`src/rtl/alu_pkg.sv`:
```
// Shared encodings for the multicycle ALU: ALUOP codes, FSM states and op-class helpers.
package alu_pkg;

  localparam logic [2:0] ALU_FWD = 3'b000;
  localparam logic [2:0] ALU_ADD = 3'b001;
  localparam logic [2:0] ALU_AND = 3'b010;
  localparam logic [2:0] ALU_OR  = 3'b011;
  localparam logic [2:0] ALU_SUB = 3'b100;
  localparam logic [2:0] ALU_SLL = 3'b101;
  localparam logic [2:0] ALU_SRA = 3'b110;
  localparam logic [2:0] ALU_MUL = 3'b111;

  typedef enum logic [1:0] {
    ST_IDLE = 2'b00,
    ST_RUN  = 2'b01,
    ST_FIN  = 2'b10
  } alu_state_e;

  function automatic logic is_shift_op(input logic [2:0] op);
    return (op == ALU_SLL) || (op == ALU_SRA);
  endfunction

endpackage

```
`src/rtl/alu_core.sv`:
```
// Combinational single-cycle ALU ops (FORWARD/ADD/AND/OR/SUB) with carry/borrow.
// Any other op code passes A through with carry 0, which the top uses for zero-length shifts.
module alu_core
  import alu_pkg::*;
#(
  parameter int WIDTH = 8
) (
  input  logic [WIDTH-1:0] a_i,
  input  logic [WIDTH-1:0] b_i,
  input  logic [2:0]       op_i,
  output logic [WIDTH-1:0] result_o,
  output logic             carry_o
);

  logic [WIDTH:0] ext;

  always_comb begin
    ext      = '0;
    result_o = a_i;
    carry_o  = 1'b0;
    case (op_i)
      ALU_FWD: result_o = b_i;
      ALU_ADD: begin
        ext      = {1'b0, a_i} + {1'b0, b_i};
        result_o = ext[WIDTH-1:0];
        carry_o  = ext[WIDTH];
      end
      ALU_AND: result_o = a_i & b_i;
      ALU_OR:  result_o = a_i | b_i;
      ALU_SUB: begin
        // The top bit of the widened difference is the unsigned borrow (A < B).
        ext      = {1'b0, a_i} - {1'b0, b_i};
        result_o = ext[WIDTH-1:0];
        carry_o  = ext[WIDTH];
      end
      default: begin
        result_o = a_i;
        carry_o  = 1'b0;
      end
    endcase
  end

endmodule

```
`src/rtl/multicycle_alu.sv`:
```
// Multicycle ALU: one-cycle ops through alu_core, bit-serial SLL/SRA and shift-add MUL.
// state | meaning
// IDLE  | waiting for START
// RUN   | iterative op stepping one bit per edge, BUSY high
// FIN   | result and flags just written, DONE high; a new START is accepted here
module multicycle_alu
  import alu_pkg::*;
#(
  parameter int WIDTH = 8
) (
  input  logic             clk,
  input  logic             rst_n,
  input  logic             start_i,
  input  logic [WIDTH-1:0] operand1_i,
  input  logic [WIDTH-1:0] operand2_i,
  input  logic [2:0]       aluop_i,
  output logic             busy_o,
  output logic             done_o,
  output logic [WIDTH-1:0] aluresult_o,
  output logic             zero_o,
  output logic             carry_o
);

  localparam int             CW       = $clog2(WIDTH) + 1;
  localparam logic [WIDTH-1:0] W_AS_OP = WIDTH'(WIDTH);
  localparam logic [CW-1:0]  CNT_FULL = CW'(WIDTH);
  localparam logic [CW-1:0]  CNT_ONE  = CW'(1);

  alu_state_e       state_q;
  logic [CW-1:0]    cnt_q;
  logic [2:0]       op_q;
  logic [WIDTH-1:0] sh_q;
  logic [WIDTH-1:0] mp_q;
  logic [WIDTH-1:0] acc_q;
  logic             cbit_q;
  logic             lost_q;
  logic [WIDTH-1:0] result_q;
  logic             zero_q;
  logic             carry_q;
  logic             busy_q;
  logic             done_q;

  logic [WIDTH-1:0] core_res;
  logic             core_carry;
  logic [CW-1:0]    shamt;
  logic [CW-1:0]    load_cnt;
  logic             iter_op;
  logic [WIDTH-1:0] sh_d;
  logic [WIDTH-1:0] mp_d;
  logic [WIDTH-1:0] acc_d;
  logic [WIDTH-1:0] fin_res;
  logic             cbit_d;
  logic             lost_d;
  logic [WIDTH:0]   sum_ext;

  alu_core #(.WIDTH(WIDTH)) u_core (
    .a_i      (operand1_i),
    .b_i      (operand2_i),
    .op_i     (aluop_i),
    .result_o (core_res),
    .carry_o  (core_carry)
  );

  always_comb begin
    shamt    = (operand2_i >= W_AS_OP) ? CNT_FULL : CW'(operand2_i);
    iter_op  = (aluop_i == ALU_MUL) || (is_shift_op(aluop_i) && (shamt != '0));
    load_cnt = (aluop_i == ALU_MUL) ? CNT_FULL : shamt;
  end

  // One iteration step. For MUL, cbit tracks sticky overflow: a product >= 2^WIDTH shows up
  // either as a carry out of the accumulator or as an added multiplicand that already lost bits.
  always_comb begin
    sh_d    = sh_q;
    mp_d    = mp_q;
    acc_d   = acc_q;
    cbit_d  = cbit_q;
    lost_d  = lost_q;
    sum_ext = '0;
    case (op_q)
      ALU_SLL: begin
        cbit_d = sh_q[WIDTH-1];
        sh_d   = {sh_q[WIDTH-2:0], 1'b0};
      end
      ALU_SRA: begin
        cbit_d = sh_q[0];
        sh_d   = {sh_q[WIDTH-1], sh_q[WIDTH-1:1]};
      end
      default: begin
        sum_ext = {1'b0, acc_q} + {1'b0, sh_q};
        if (mp_q[0]) begin
          acc_d  = sum_ext[WIDTH-1:0];
          cbit_d = cbit_q | sum_ext[WIDTH] | lost_q;
        end
        lost_d = lost_q | sh_q[WIDTH-1];
        sh_d   = {sh_q[WIDTH-2:0], 1'b0};
        mp_d   = {1'b0, mp_q[WIDTH-1:1]};
      end
    endcase
    fin_res = (op_q == ALU_MUL) ? acc_d : sh_d;
  end

  always_ff @(posedge clk or negedge rst_n) begin
    if (!rst_n) begin
      state_q  <= ST_IDLE;
      cnt_q    <= '0;
      op_q     <= ALU_FWD;
      sh_q     <= '0;
      mp_q     <= '0;
      acc_q    <= '0;
      cbit_q   <= 1'b0;
      lost_q   <= 1'b0;
      result_q <= '0;
      zero_q   <= 1'b0;
      carry_q  <= 1'b0;
      busy_q   <= 1'b0;
      done_q   <= 1'b0;
    end else begin
      case (state_q)
        ST_RUN: begin
          sh_q   <= sh_d;
          mp_q   <= mp_d;
          acc_q  <= acc_d;
          cbit_q <= cbit_d;
          lost_q <= lost_d;
          cnt_q  <= cnt_q - CNT_ONE;
          if (cnt_q == CNT_ONE) begin
            state_q  <= ST_FIN;
            busy_q   <= 1'b0;
            done_q   <= 1'b1;
            result_q <= fin_res;
            zero_q   <= (fin_res == '0);
            carry_q  <= cbit_d;
          end
        end
        default: begin
          state_q <= ST_IDLE;
          busy_q  <= 1'b0;
          done_q  <= 1'b0;
          if (start_i) begin
            if (iter_op) begin
              state_q <= ST_RUN;
              busy_q  <= 1'b1;
              op_q    <= aluop_i;
              cnt_q   <= load_cnt;
              sh_q    <= operand1_i;
              mp_q    <= operand2_i;
              acc_q   <= '0;
              cbit_q  <= 1'b0;
              lost_q  <= 1'b0;
            end else begin
              state_q  <= ST_FIN;
              done_q   <= 1'b1;
              result_q <= core_res;
              zero_q   <= (core_res == '0);
              carry_q  <= core_carry;
            end
          end
        end
      endcase
    end
  end

  assign busy_o      = busy_q;
  assign done_o      = done_q;
  assign aluresult_o = result_q;
  assign zero_o      = zero_q;
  assign carry_o     = carry_q;

endmodule

```
`config.mk`:
```
export PLATFORM = sky130hd
export DESIGN_NAME = multicycle_alu
export DESIGN_NICKNAME = d
export VERILOG_FILES = /design/src/rtl/alu_pkg.sv /design/src/rtl/alu_core.sv /design/src/rtl/multicycle_alu.sv
export SDC_FILE = /design/constraint.sdc
export NUM_CORES = 1
export LEC_CHECK = 0
export ABC_AREA = 1
export CAP_MARGIN = 5
export CORE_AREA = 2 2 103 105
export CTS_CLUSTER_SIZE = 40
export DETAILED_ROUTE_END_ITERATION = 12
export DIE_AREA = 0 0 105 107
export GPL_TIMING_DRIVEN = 0
export SETUP_SLACK_MARGIN = 0.02
export SYNTH_ARGS = -nofsm -noshare
export SYNTH_HDL_FRONTEND = slang
export SYNTH_SLANG_ARGS = --single-unit
```
`constraint.sdc`:
```
create_clock -name clk -period 4.6 [get_ports clk]
set_input_delay 0.69 -clock clk [delete_from_list [all_inputs] [get_ports clk]]
set_output_delay 0.69 -clock clk [all_outputs]
set_load 0.01 [all_outputs]
```
==> qor.yml <==
status: "completed"
die-area_um2: 11200
synth-edff-count: 0
critPathKind: "input port to flip-flop"
postCtsHoldBufs: 0
clock_sinks: 45
synth_mux_area_share_pct: 0
finalCriticalPeriod_ns: 2.83
layout-drive-gt1-share_pct: 8.25
maxCapViolCount: 0
ctsResizeCount: 0
hold_viol: 0
grt_max_degree: 29
finalCritPeriodShare_pct: 61.6
synthArstFlopShare_pct: 100
synthCells: 590
grt_overflow_total: 0
fin_nets: 688
max_slew_margin_pct: 61.6
crit_top_cell: "nor2_1"
synth_top_area_share_pct: 28.2
path_delay_family: "simple AND/OR/NAND/NOR gates"
synth_cell_types: 45
initial_core_util_pct: 39.5
startpoint_type: "input port"
portBuffers: 31
insertion_delay_ns: 0.31
rsz0062_at_grt: "no"
crit_chain: "clkdlybuf4s50_1 -> inv_1 -> ha_1 -> fa_1 -> or2_2 -> nand3_1 -> nor2_1 -> nor2_1 -> nor2_1 -> nand3_1 -> nor2_1 -> nand4_1 -> nand2_1 -> nand2_1 -> nand2_1"
grt_antenna_before_repair: 0
post-route-util_pct: 45.3
antenna_left: 0
syn_to_final_growth_pct: 14.6
drc: 0
cts_buffer_depth: 2
cts-buffers-inserted: 5
cp_slowest_cell: "clkdlybuf4s50_1"
synth_xor_xnor_area_share_pct: 0.439
cp.arrival_ns: 3.04
gp_congestion: 0.859
routed_wl_um: 11200
worst-path-buf-inv: 2
postCtsSetupBuffers: 0
final_common_cell: "nand2_1"
synth_area_um2: 3990
synth_fa_ha_area_share_pct: 12.2
drv_slew: 0
hp-class: "input port to async pin"
grt.total_usage_pct: 20.9
coreArea_um2: 10100
die_height_um: 107
fin_skew_ns: 0.00928
cp_max_fo: 4
synthTopCellsByArea: "dfrtp_1, nand2_1, ha_1, nand3_1, inv_1"
vdd_drop_max_uv: 162
tightestPinTransition_ns: 0.577
synth_simple_gate_area_share_pct: 32.7
vias: 3895
vias_per_cell: 5.08
drtIter0Drc: 190
dp_hpwl_um: 9160
ys_seq_elements: 45
drt_first_pass_iters: 5
synth_nets: 649
cp.required_ns: 4.81
rows: 37
seq_area_frac_synth_pct: 28.2
synth_top_family_by_area: "simple AND/OR/NAND/NOR gates"
fp.dieW_um: 105
end_kind: "flip-flop"
syn_area_per_cell_um2: 6.76
htreeDepth: 2
grt_pass1_vias: 3861
yosysWarnings: 0
routedWlPerCell_um: 14.6
grt_pass1_wl_um: 18800
p_leak_uw: 0.00234
powerDensity_nw_per_um2: 529
cts_tree: "built"
tns_ns: 0
clk_pin_slew_ns: 0.09
cts-root-buf: "clkbuf_8"
most-common-layout-cells: "nand2_1, inv_1, nand3_1"
synth_flop_cell: "dfrtp_1"
fmax_mhz: 353
critPathMaxStageDelay_ns: 0.48
setup_viol: 0
ioPinCount: 34
synth_area_leader_cell: "dfrtp_1"
diodes: 0
synth_compound_area_share_pct: 16.3
## synth_stat cells, types with 3 or more instances
| master | instances |
|---|---|
| a31oi_1 | 5 |
| o31ai_1 | 3 |
| ha_1 | 34 |
| o21ai_1 | 5 |
| nand3_2 | 4 |
| o21ai_0 | 37 |
| a21oi_1 | 27 |
| buf_2 | 5 |
| fa_1 | 3 |
| dfrtp_1 | 45 |
| o22ai_1 | 10 |
| clkbuf_1 | 6 |
| buf_4 | 4 |
| a221oi_1 | 3 |
| nand3_1 | 67 |
| nand2_2 | 5 |
| nand2_1 | 162 |
| inv_2 | 6 |
| nor2_1 | 44 |
| or2_2 | 5 |
| nand4_1 | 3 |
| nor2_2 | 3 |
| inv_1 | 78 |
## through the flow
step                      setup WS, ns  total power, µW  cell area, µm²  instances  hold WS [ns]
after floorplan                   2.30             1710            3990        590         0.394
after global placement            1.49             2140            4470        757         0.470
after detailed placement          1.46             2170            4480        758         0.469
after CTS                         1.80             2420            4570        766         0.317
after global routing              1.48             2670            4570        766         0.328
final                             1.77             2420            4570        766         0.312
## sequential cells by signal (all words and copies together) (netlist names)
signal	cells
acc_q	8
aluresult_o	8
busy_o	1
carry_o	1
cbit_q	1
cnt_q	4
lost_q	1
mp_q	8
op_q	3
sh_q	8
state_q	1
zero_o	1
## path summary, 6_finish.rpt
path	cells after the start	end	from	slack, ns
worst min register to register	2	aluresult_o[7]$_DFFE_PN0P_	aluresult_o[7]$_DFFE_PN0P_	0.48
max in group asynchronous	2	sh_q[5]$_DFFE_PN0P_	rst_n	3.78
min in group clk	2	aluresult_o[7]$_DFFE_PN0P_	aluresult_o[7]$_DFFE_PN0P_	0.48
worst min-delay path	1	cnt_q[2]$_DFFE_PN0P_	rst_n	0.31
worst max-delay path	15	zero_o$_DFFE_PN0P_	operand1_i[0]	1.77
worst max register to register	12	carry_o$_DFFE_PN0P_	sh_q[0]$_DFFE_PN0P_	2.35
## kinds of logic after synthesis
kind of cell	count (synthesis)
AOI/OAI and AO/OA	106
and+or+nand+nor	299
buffers and inverters	101
adders and majority gates	37
xor gates and xnor gates	2
DFF	45
## power breakdown
part	switching (µW)	total (µW)	internal [µW]
combinational	914	1470	556
sequential	134	701	567
clock	142	247	105
## layer usage
metal / vias to the layer above / wire length, µm / GRT usage [%]
met2: 46 / 5560 / 37.7
met4: 0 / 234 / 7.33
li1: 2001 / - / -
met3: 15 / 239 / 2.25
met1: 1833 / 5170 / 25.8
met5: - / 0 / 0
## cell type report
| type | count | area [µm²] |
|---|---|---|
| plain buffers | 16 | 88.8 |
| clock buffers | 5 | 68.8 |
| clock inverters | 3 | 17.5 |
| fillers | 1109 | 5520 |
| inverters | 85 | 319 |
| multi-input cells | 444 | 2450 |
| flip-flops and latches | 45 | 1130 |
| well taps | 136 | 170 |
| repair buffers | 32 | 325 |
(Power assumes the default switching activity.)
